**config.mk**
```make
export PLATFORM = sky130hd
export DESIGN_NAME = qspi_reg_bridge_flat
export DESIGN_NICKNAME = d
export VERILOG_FILES = /design/src/rtl/qspi_reg_bridge_if.sv /design/src/rtl/qspi_reg_bridge.sv /design/src/flat_wrapper.sv
export SDC_FILE = /design/constraint.sdc
export NUM_CORES = 1
export LEC_CHECK = 0
export BUFFER_PORTS_ARGS = -buffer_cell sky130_fd_sc_hd__buf_2
export CAP_MARGIN = 25
export CORE_UTILIZATION = 35
export CTS_BUF_LIST = sky130_fd_sc_hd__clkbuf_4
export DETAILED_ROUTE_END_ITERATION = 8
export PLACE_DENSITY = 0.62
export SYNTH_ARGS = -nofsm -noshare
export SYNTH_HDL_FRONTEND = slang
export SYNTH_SLANG_ARGS = --single-unit
```
**constraint.sdc**
```tcl
create_clock -name clk -period 2.2 [get_ports clk]
set_input_delay 0.44 -clock clk [delete_from_list [all_inputs] [get_ports clk]]
set_output_delay 0.44 -clock clk [all_outputs]
set_load 0.05 [all_outputs]
```
**src/rtl/qspi_reg_bridge_if.sv**
```systemverilog
`default_nettype none
// ============================================================================
// Module      : qspi_reg_bridge_if
// Description : Byte stream between the QSPI slave rx/tx blocks and the
//               register bridge, plus the raw slave-select line.
// Revision    : 1.0 - initial release
// ============================================================================
interface qspi_reg_bridge_if;
  logic       ss;       // raw slave select, active low, asynchronous
  logic [7:0] rxdata;   // received byte, valid with rxready
  logic       rxready;  // one-cycle pulse per received byte
  logic       txready;  // one-cycle pulse: next tx byte required
  logic [7:0] txdata;   // byte to transmit

  modport master (
    output ss,
    output rxdata,
    output rxready,
    output txready,
    input  txdata
  );

  modport slave (
    input  ss,
    input  rxdata,
    input  rxready,
    input  txready,
    output txdata
  );
endinterface
`default_nettype wire

```
**src/rtl/qspi_reg_bridge.sv**
```systemverilog
`default_nettype none
// ============================================================================
// Module      : qspi_reg_bridge
// Description : Decodes framed QSPI command bytes and runs WRITE/READ bursts
//               against a small register file; supplies the next tx byte.
// Revision    : 1.0 - initial release
// ============================================================================
module qspi_reg_bridge #(
  parameter int         NUM_REGS    = 8,
  parameter logic [7:0] STATUS_BYTE = 8'hA5,
  parameter int         SYNC_STAGES = 2
) (
  input  wire logic                  clk,
  input  wire logic                  reset_n,
  qspi_reg_bridge_if.slave           bus,
  output logic [3:0]                 led,
  output logic [NUM_REGS*8-1:0]      regs_o,
  output logic                       err,
  output logic                       busy
);

  typedef enum logic [2:0] {
    S_IDLE    = 3'd0,
    S_CMD     = 3'd1,
    S_WRITE   = 3'd2,
    S_READ    = 3'd3,
    S_DISCARD = 3'd4
  } state_t;

  localparam logic [1:0] c_OP_NOP   = 2'b00;
  localparam logic [1:0] c_OP_WRITE = 2'b01;
  localparam logic [1:0] c_OP_READ  = 2'b10;

  state_t                 r_state, w_state_n;
  logic [SYNC_STAGES-1:0] r_ss_sync;
  logic [SYNC_STAGES-1:0] r_vld;
  logic                   r_armed;
  logic                   w_ss_s;
  logic [3:0]             r_addr, w_addr_n;
  logic                   r_err, w_err_n;
  logic [7:0]             r_txdata, w_tx_n;
  logic [7:0]             r_regs [NUM_REGS];
  logic                   w_we;
  logic [7:0]             w_status;
  logic [3:0]             w_rd_idx;
  logic [7:0]             w_rd_data;
  logic                   w_addr_ok;

  // Next address with wrap at the top of the register file.
  function automatic logic [3:0] addr_inc(input logic [3:0] a);
    return (a == 4'(NUM_REGS - 1)) ? 4'd0 : a + 4'd1;
  endfunction

  assign w_ss_s    = r_ss_sync[SYNC_STAGES-1];
  assign w_status  = {STATUS_BYTE[7:4], 1'b0, r_err, 2'b00};
  assign w_addr_ok = ({1'b0, bus.rxdata[3:0]} < 5'(NUM_REGS));
  assign w_rd_idx  = (r_state == S_CMD) ? bus.rxdata[3:0] : r_addr;

  // Synchronise ss; r_vld marks which stages hold genuinely sampled values,
  // so a frame is only armed after ss has really been seen high. This stops
  // ss held low across reset release from looking like a new frame.
  always_ff @(posedge clk or negedge reset_n) begin
    if (!reset_n) begin
      r_ss_sync <= '1;
      r_vld     <= '0;
      r_armed   <= 1'b0;
    end else begin
      r_ss_sync <= {r_ss_sync[SYNC_STAGES-2:0], bus.ss};
      r_vld     <= {r_vld[SYNC_STAGES-2:0], 1'b1};
      r_armed   <= r_armed | (r_vld[SYNC_STAGES-1] & w_ss_s);
    end
  end

  // Read multiplexer over the register file.
  always_comb begin
    w_rd_data = 8'h00;
    for (int i = 0; i < NUM_REGS; i++) begin
      if (w_rd_idx == 4'(i)) w_rd_data = r_regs[i];
    end
  end

  // State, address, error and tx byte registers.
  always_ff @(posedge clk or negedge reset_n) begin
    if (!reset_n) begin
      r_state  <= S_IDLE;
      r_addr   <= 4'd0;
      r_err    <= 1'b0;
      r_txdata <= {STATUS_BYTE[7:4], 4'h0};
    end else begin
      r_state  <= w_state_n;
      r_addr   <= w_addr_n;
      r_err    <= w_err_n;
      r_txdata <= w_tx_n;
    end
  end

  // Next-state decode; frame end (ss_s high) always takes priority.
  always_comb begin
    w_state_n = r_state;
    w_addr_n  = r_addr;
    w_err_n   = r_err;
    w_tx_n    = w_status;
    w_we      = 1'b0;
    case (r_state)
      S_IDLE: begin
        if (r_armed && !w_ss_s) w_state_n = S_CMD;
      end
      S_CMD: begin
        if (w_ss_s) begin
          w_state_n = S_IDLE;
        end else if (bus.rxready) begin
          if (bus.rxdata[7:6] == c_OP_NOP) begin
            w_state_n = S_DISCARD;
            w_err_n   = 1'b0;
          end else if (bus.rxdata[7:6] == c_OP_WRITE && w_addr_ok) begin
            w_state_n = S_WRITE;
            w_addr_n  = bus.rxdata[3:0];
          end else if (bus.rxdata[7:6] == c_OP_READ && w_addr_ok) begin
            w_state_n = S_READ;
            w_addr_n  = addr_inc(bus.rxdata[3:0]);
            w_tx_n    = w_rd_data;
          end else begin
            w_state_n = S_DISCARD;
            w_err_n   = 1'b1;
          end
        end
      end
      S_WRITE: begin
        if (w_ss_s) begin
          w_state_n = S_IDLE;
        end else if (bus.rxready) begin
          w_we     = 1'b1;
          w_addr_n = addr_inc(r_addr);
        end
      end
      S_READ: begin
        w_tx_n = r_txdata;
        if (w_ss_s) begin
          w_state_n = S_IDLE;
          w_tx_n    = w_status;
        end else if (bus.txready) begin
          w_tx_n   = w_rd_data;
          w_addr_n = addr_inc(r_addr);
        end
      end
      S_DISCARD: begin
        if (w_ss_s) w_state_n = S_IDLE;
      end
      default: w_state_n = S_IDLE;
    endcase
  end

  generate
    for (genvar i = 0; i < NUM_REGS; i++) begin : g_reg
      // One register of the file, written during a WRITE burst.
      always_ff @(posedge clk or negedge reset_n) begin
        if (!reset_n) r_regs[i] <= 8'h00;
        else if (w_we && r_addr == 4'(i)) r_regs[i] <= bus.rxdata;
      end
      assign regs_o[8*i +: 8] = r_regs[i];
    end
  endgenerate

  assign led        = r_regs[0][3:0];
  assign err        = r_err;
  assign busy       = ~w_ss_s;
  assign bus.txdata = r_txdata;

endmodule
`default_nettype wire

```
**src/flat_wrapper.sv**
```systemverilog
// flat-port wrapper written by rule: the top's interface ports become plain ports
module qspi_reg_bridge_flat 
#(
  parameter int         NUM_REGS    = 8,
  parameter logic [7:0] STATUS_BYTE = 8'hA5,
  parameter int         SYNC_STAGES = 2
)
  (clk, reset_n, led, regs_o, err, busy, bus_ss, bus_rxdata, bus_rxready, bus_txready, bus_txdata);
  qspi_reg_bridge_if bus_i ();
  input  wire logic clk;
  input  wire logic reset_n;
  output logic [3:0] led;
  output logic [NUM_REGS*8-1:0] regs_o;
  output logic err;
  output logic busy;
  input wire logic [$bits(bus_i.ss)-1:0] bus_ss;
  input wire logic [$bits(bus_i.rxdata)-1:0] bus_rxdata;
  input wire logic [$bits(bus_i.rxready)-1:0] bus_rxready;
  input wire logic [$bits(bus_i.txready)-1:0] bus_txready;
  output wire logic [$bits(bus_i.txdata)-1:0] bus_txdata;
  assign bus_i.ss = bus_ss;
  assign bus_i.rxdata = bus_rxdata;
  assign bus_i.rxready = bus_rxready;
  assign bus_i.txready = bus_txready;
  assign bus_txdata = bus_i.txdata;
  qspi_reg_bridge #(.NUM_REGS(NUM_REGS), .STATUS_BYTE(STATUS_BYTE), .SYNC_STAGES(SYNC_STAGES)) u_core (.clk(clk), .reset_n(reset_n), .bus(bus_i), .led(led), .regs_o(regs_o), .err(err), .busy(busy));
endmodule
```
==> results.md <==
* Cell chain of the critical path: buf_4 > nand2b_4 > or4_1 > nor3_2 > buf_4 > nand2_2 > mux2_1
* Critical path data required time at 2540 ps
* Hold Crit Endpoint: u_core.r_ss_sync[0]
* Post-route setup slack at 12.3 ps
* Largest net degree at the start of global routing at 48
* Commonest non-fill, non-tap cell in the layout: buf_2
* Synthesis-stage register bit count at 85
* Min-delay worst type: in2reg
* CTS tree: yes
* DRT Wirelength at 13.3 mm
* Worst path max stage delay at 490 ps
* Critical R2R Capture: u_core.regs_o[5]
* Crit path capture type: flip-flop
* Critical Path Source Type: flip-flop
* # rows at 40
* Final Skew at 15.6 ps
* Layout Cell Area excl Fill at 5570 µm²
* Synthesized cell area at 4480 µm²
* Grt met3 use at 3.80%
* CP arrival at 2530 ps
* R2r startpoint: u_core.r_state[2]
* Post-synthesis mux area share at 16.0%
* Core footprint at 12300 µm²
* Synth Area in Adders at 1.40%
* Area delta synth->final at 24.4%
* Synth Instances at 427
* CTS Buf Count at 9
* All-layer global routing usage at 20.9%
* Final Util at 45.4%
* Fin crit share at 99.4%
* EDFF count, synth at 0
* Antenna viol nets, final at 0
* Sequential share of the synthesized area at 47.6%
* DR vias at 3870
* Worst setup path class: reg2reg
* Min-Delay Startpoint: bus_ss
* Syn_area_per_cell at 10.5 µm²
* Area after DPL at 5300 µm²
* Final setup fails at 0
* CP Buf/Inv Count at 2
* Synth Area in Simple Gates at 14.4%
* Max-cap violations at 0
* Total gr overflow at 0
* DRT iter0 DRCs at 199
* Post-synth ARST share at 100%
* Final #Nets at 565
* Pre-antenna DRT Iters at 5
* Drt drc at 0
* Post-Place Worst Slack at 40.2 ps
* Initial core utilization at 36.5%
* First-pass GRT wire length at 20.7 mm
* Die Span Y at 115 µm
* RSZ-0062 raised after global routing: true
* Chip width at 115 µm
* Highest-count cells in the layout ignoring fill and taps: buf_2 (89), dfrtp_1 (81), nand2_1 (54)
* Worst-path fanout max at 10
* Clock slew at reported path FFs at 140 ps
* Hold depth at 1
* Largest family of logic cells by synthesized area: multiplexers
* Worst slew margin relative to its limit at 57.4%
* Clock Path Buffers at 2
* Wire per inst at 18.5 µm
* Pwr dens at 1030 nW/µm²
* Reg2reg path depth at 7
* Syn nets at 445
* Warnings from Yosys at 0
* Top FF cell, synth: dfrtp_1
* Hold WS at 68.0 ps
* Layout cells sized above 1 at 40.9%
* Hpwl dp at 9.77 mm
* GR Util met1 at 30.0%
* Crit path max-delay family: simple AND/OR/NAND/NOR gates
* Status: finished, final reports clean
* GR Util met2 at 31.9%
* Global-route layer with the greatest usage: met2
* Peak supply drop at 0.000457 V
* Compound-cell area share of the yosys netlist at 15.8%
* Critical Path Most Common Cell: buf_4
* Die Area at 13200 µm²
* Slew Limit Fails at 0
* Leakage at 2.74 nW
* GPL Wtd Cong at 0.906
* Clock root buffer: clkbuf_4
* PortBufs at 90
* # fillers at 1186
* # diodes at 0
* DR vias/cell at 5.38
* Initial antenna violation count at 0
* Worst skew pair latency at 460 ps
* Fin crit period at 2190 ps
* Clock sink total at 85
* Number of global-route vias before repair at 3648
* Fmax at 0.457 GHz
* # IOs at 91
* Unique masters post-synth at 58
* Setup TNS at 0 ps
* H-tree levels at 3
* Critical-path top delay cell: or4_1
* Worst slew pin tran at 639 ps
* R2R Setup Slk at 10 ps
* Final Hold Viols at 0
* XOR/XNOR Fraction of Synth Area at 0.196%
worst max-delay path by stage:
stage	from	to	slack (ps)	cells after the start
global route	u_core.r_addr[1]	u_core.bus.txdata[0]	-50	6
floorplan	u_core.r_state[1]	u_core.bus.txdata[6]	20	7
CTS	u_core.r_state[2]	u_core.bus.txdata[5]	20	8
detailed placement	u_core.r_state[2]	u_core.bus.txdata[5]	40	8
global placement	u_core.r_state[2]	u_core.bus.txdata[5]	50	8
finish	u_core.r_state[2]	u_core.regs_o[5]	10	7
cell usage after synthesis, types with 5 or more instances:
cell type  count  area, µm²
o22ai_1        5       31.3
a211oi_1       6       45.0
clkbuf_1      13       48.8
mux2_2        51        574
a21oi_1       16       80.1
nand2b_1       6       37.5
dfrtp_1       81       2030
a31oi_1        7       43.8
nor2_1        15       56.3
mux2i_1        9       90.1
nand3_1        5       25.0
o21ai_0       50        250
and3_1         9       56.3
ha_1           5       62.6
nor4bb_1       5       50.1
nand2_1       54        203
inv_1         13       48.8
logic make-up (layout without fill, tap and decap cells):
family,after synthesis,count (layout)
DFF,85,85
xor gates and xnor gates,1,1
and+or+nand+nor,121,121
adders and majority gates,5,5
AOI/OAI and AO/OA,112,112
other,1,1
muxes,64,64
buffers and inverters,38,163
cell type report:
cell class	instances	area [µm²]	area share, %
inverter	13	48.8	0.876
clock buffer	11	82.6	1.48
sequential	85	2130	38.3
tap	168	210	3.78
clock inverter	5	51.3	0.921
multi-input combinational	304	2210	39.6
timing repair buffer	134	836	15.0
routing by layer:
metal	routed length [µm]	up-vias
met1	6220	1923
met3	701	15
li1	-	1804
met2	6190	128
met4	181	0
met5	0	-
timing repair:
item                       CTS  global route
hold endpoints to repair     5             0
hold buffers                 1             0
buffers inserted             0             4
setup endpoints to repair    0            36
gates resized for setup      0            16
stage by stage:
stage / total power, mW / std cells
final: 5.71 / 720
after global routing: 6.03 / 720
after CTS: 5.47 / 715
after detailed placement: 4.56 / 698
after global placement: 4.54 / 698
after floorplan: 3.80 / 427
power by group:
part / internal (mW) / switching (mW)
Combinational: 1.12 / 1.75
Clock: 0.365 / 0.534
Sequential: 1.73 / 0.208
flip-flops by register name, indices dropped and copies added (netlist names):
register	flops
u_core.r_armed	1
u_core.r_state	3
u_core.regs_o	60
u_core.bus.txdata	8
u_core.r_addr	4
u_core.err	1
u_core.led	4
u_core.r_ss_sync	2
u_core.r_vld	2
worst reg2reg max path: stages, from the launching register on:
cell and delay, ps:
dfrtp_1 430, buf_4 170, nand2b_4 140, or4_1 490, nor3_2 140, buf_4 160, nand2_2 180, mux2_1 360
Note: power is estimated with default switching activity, not from simulation.
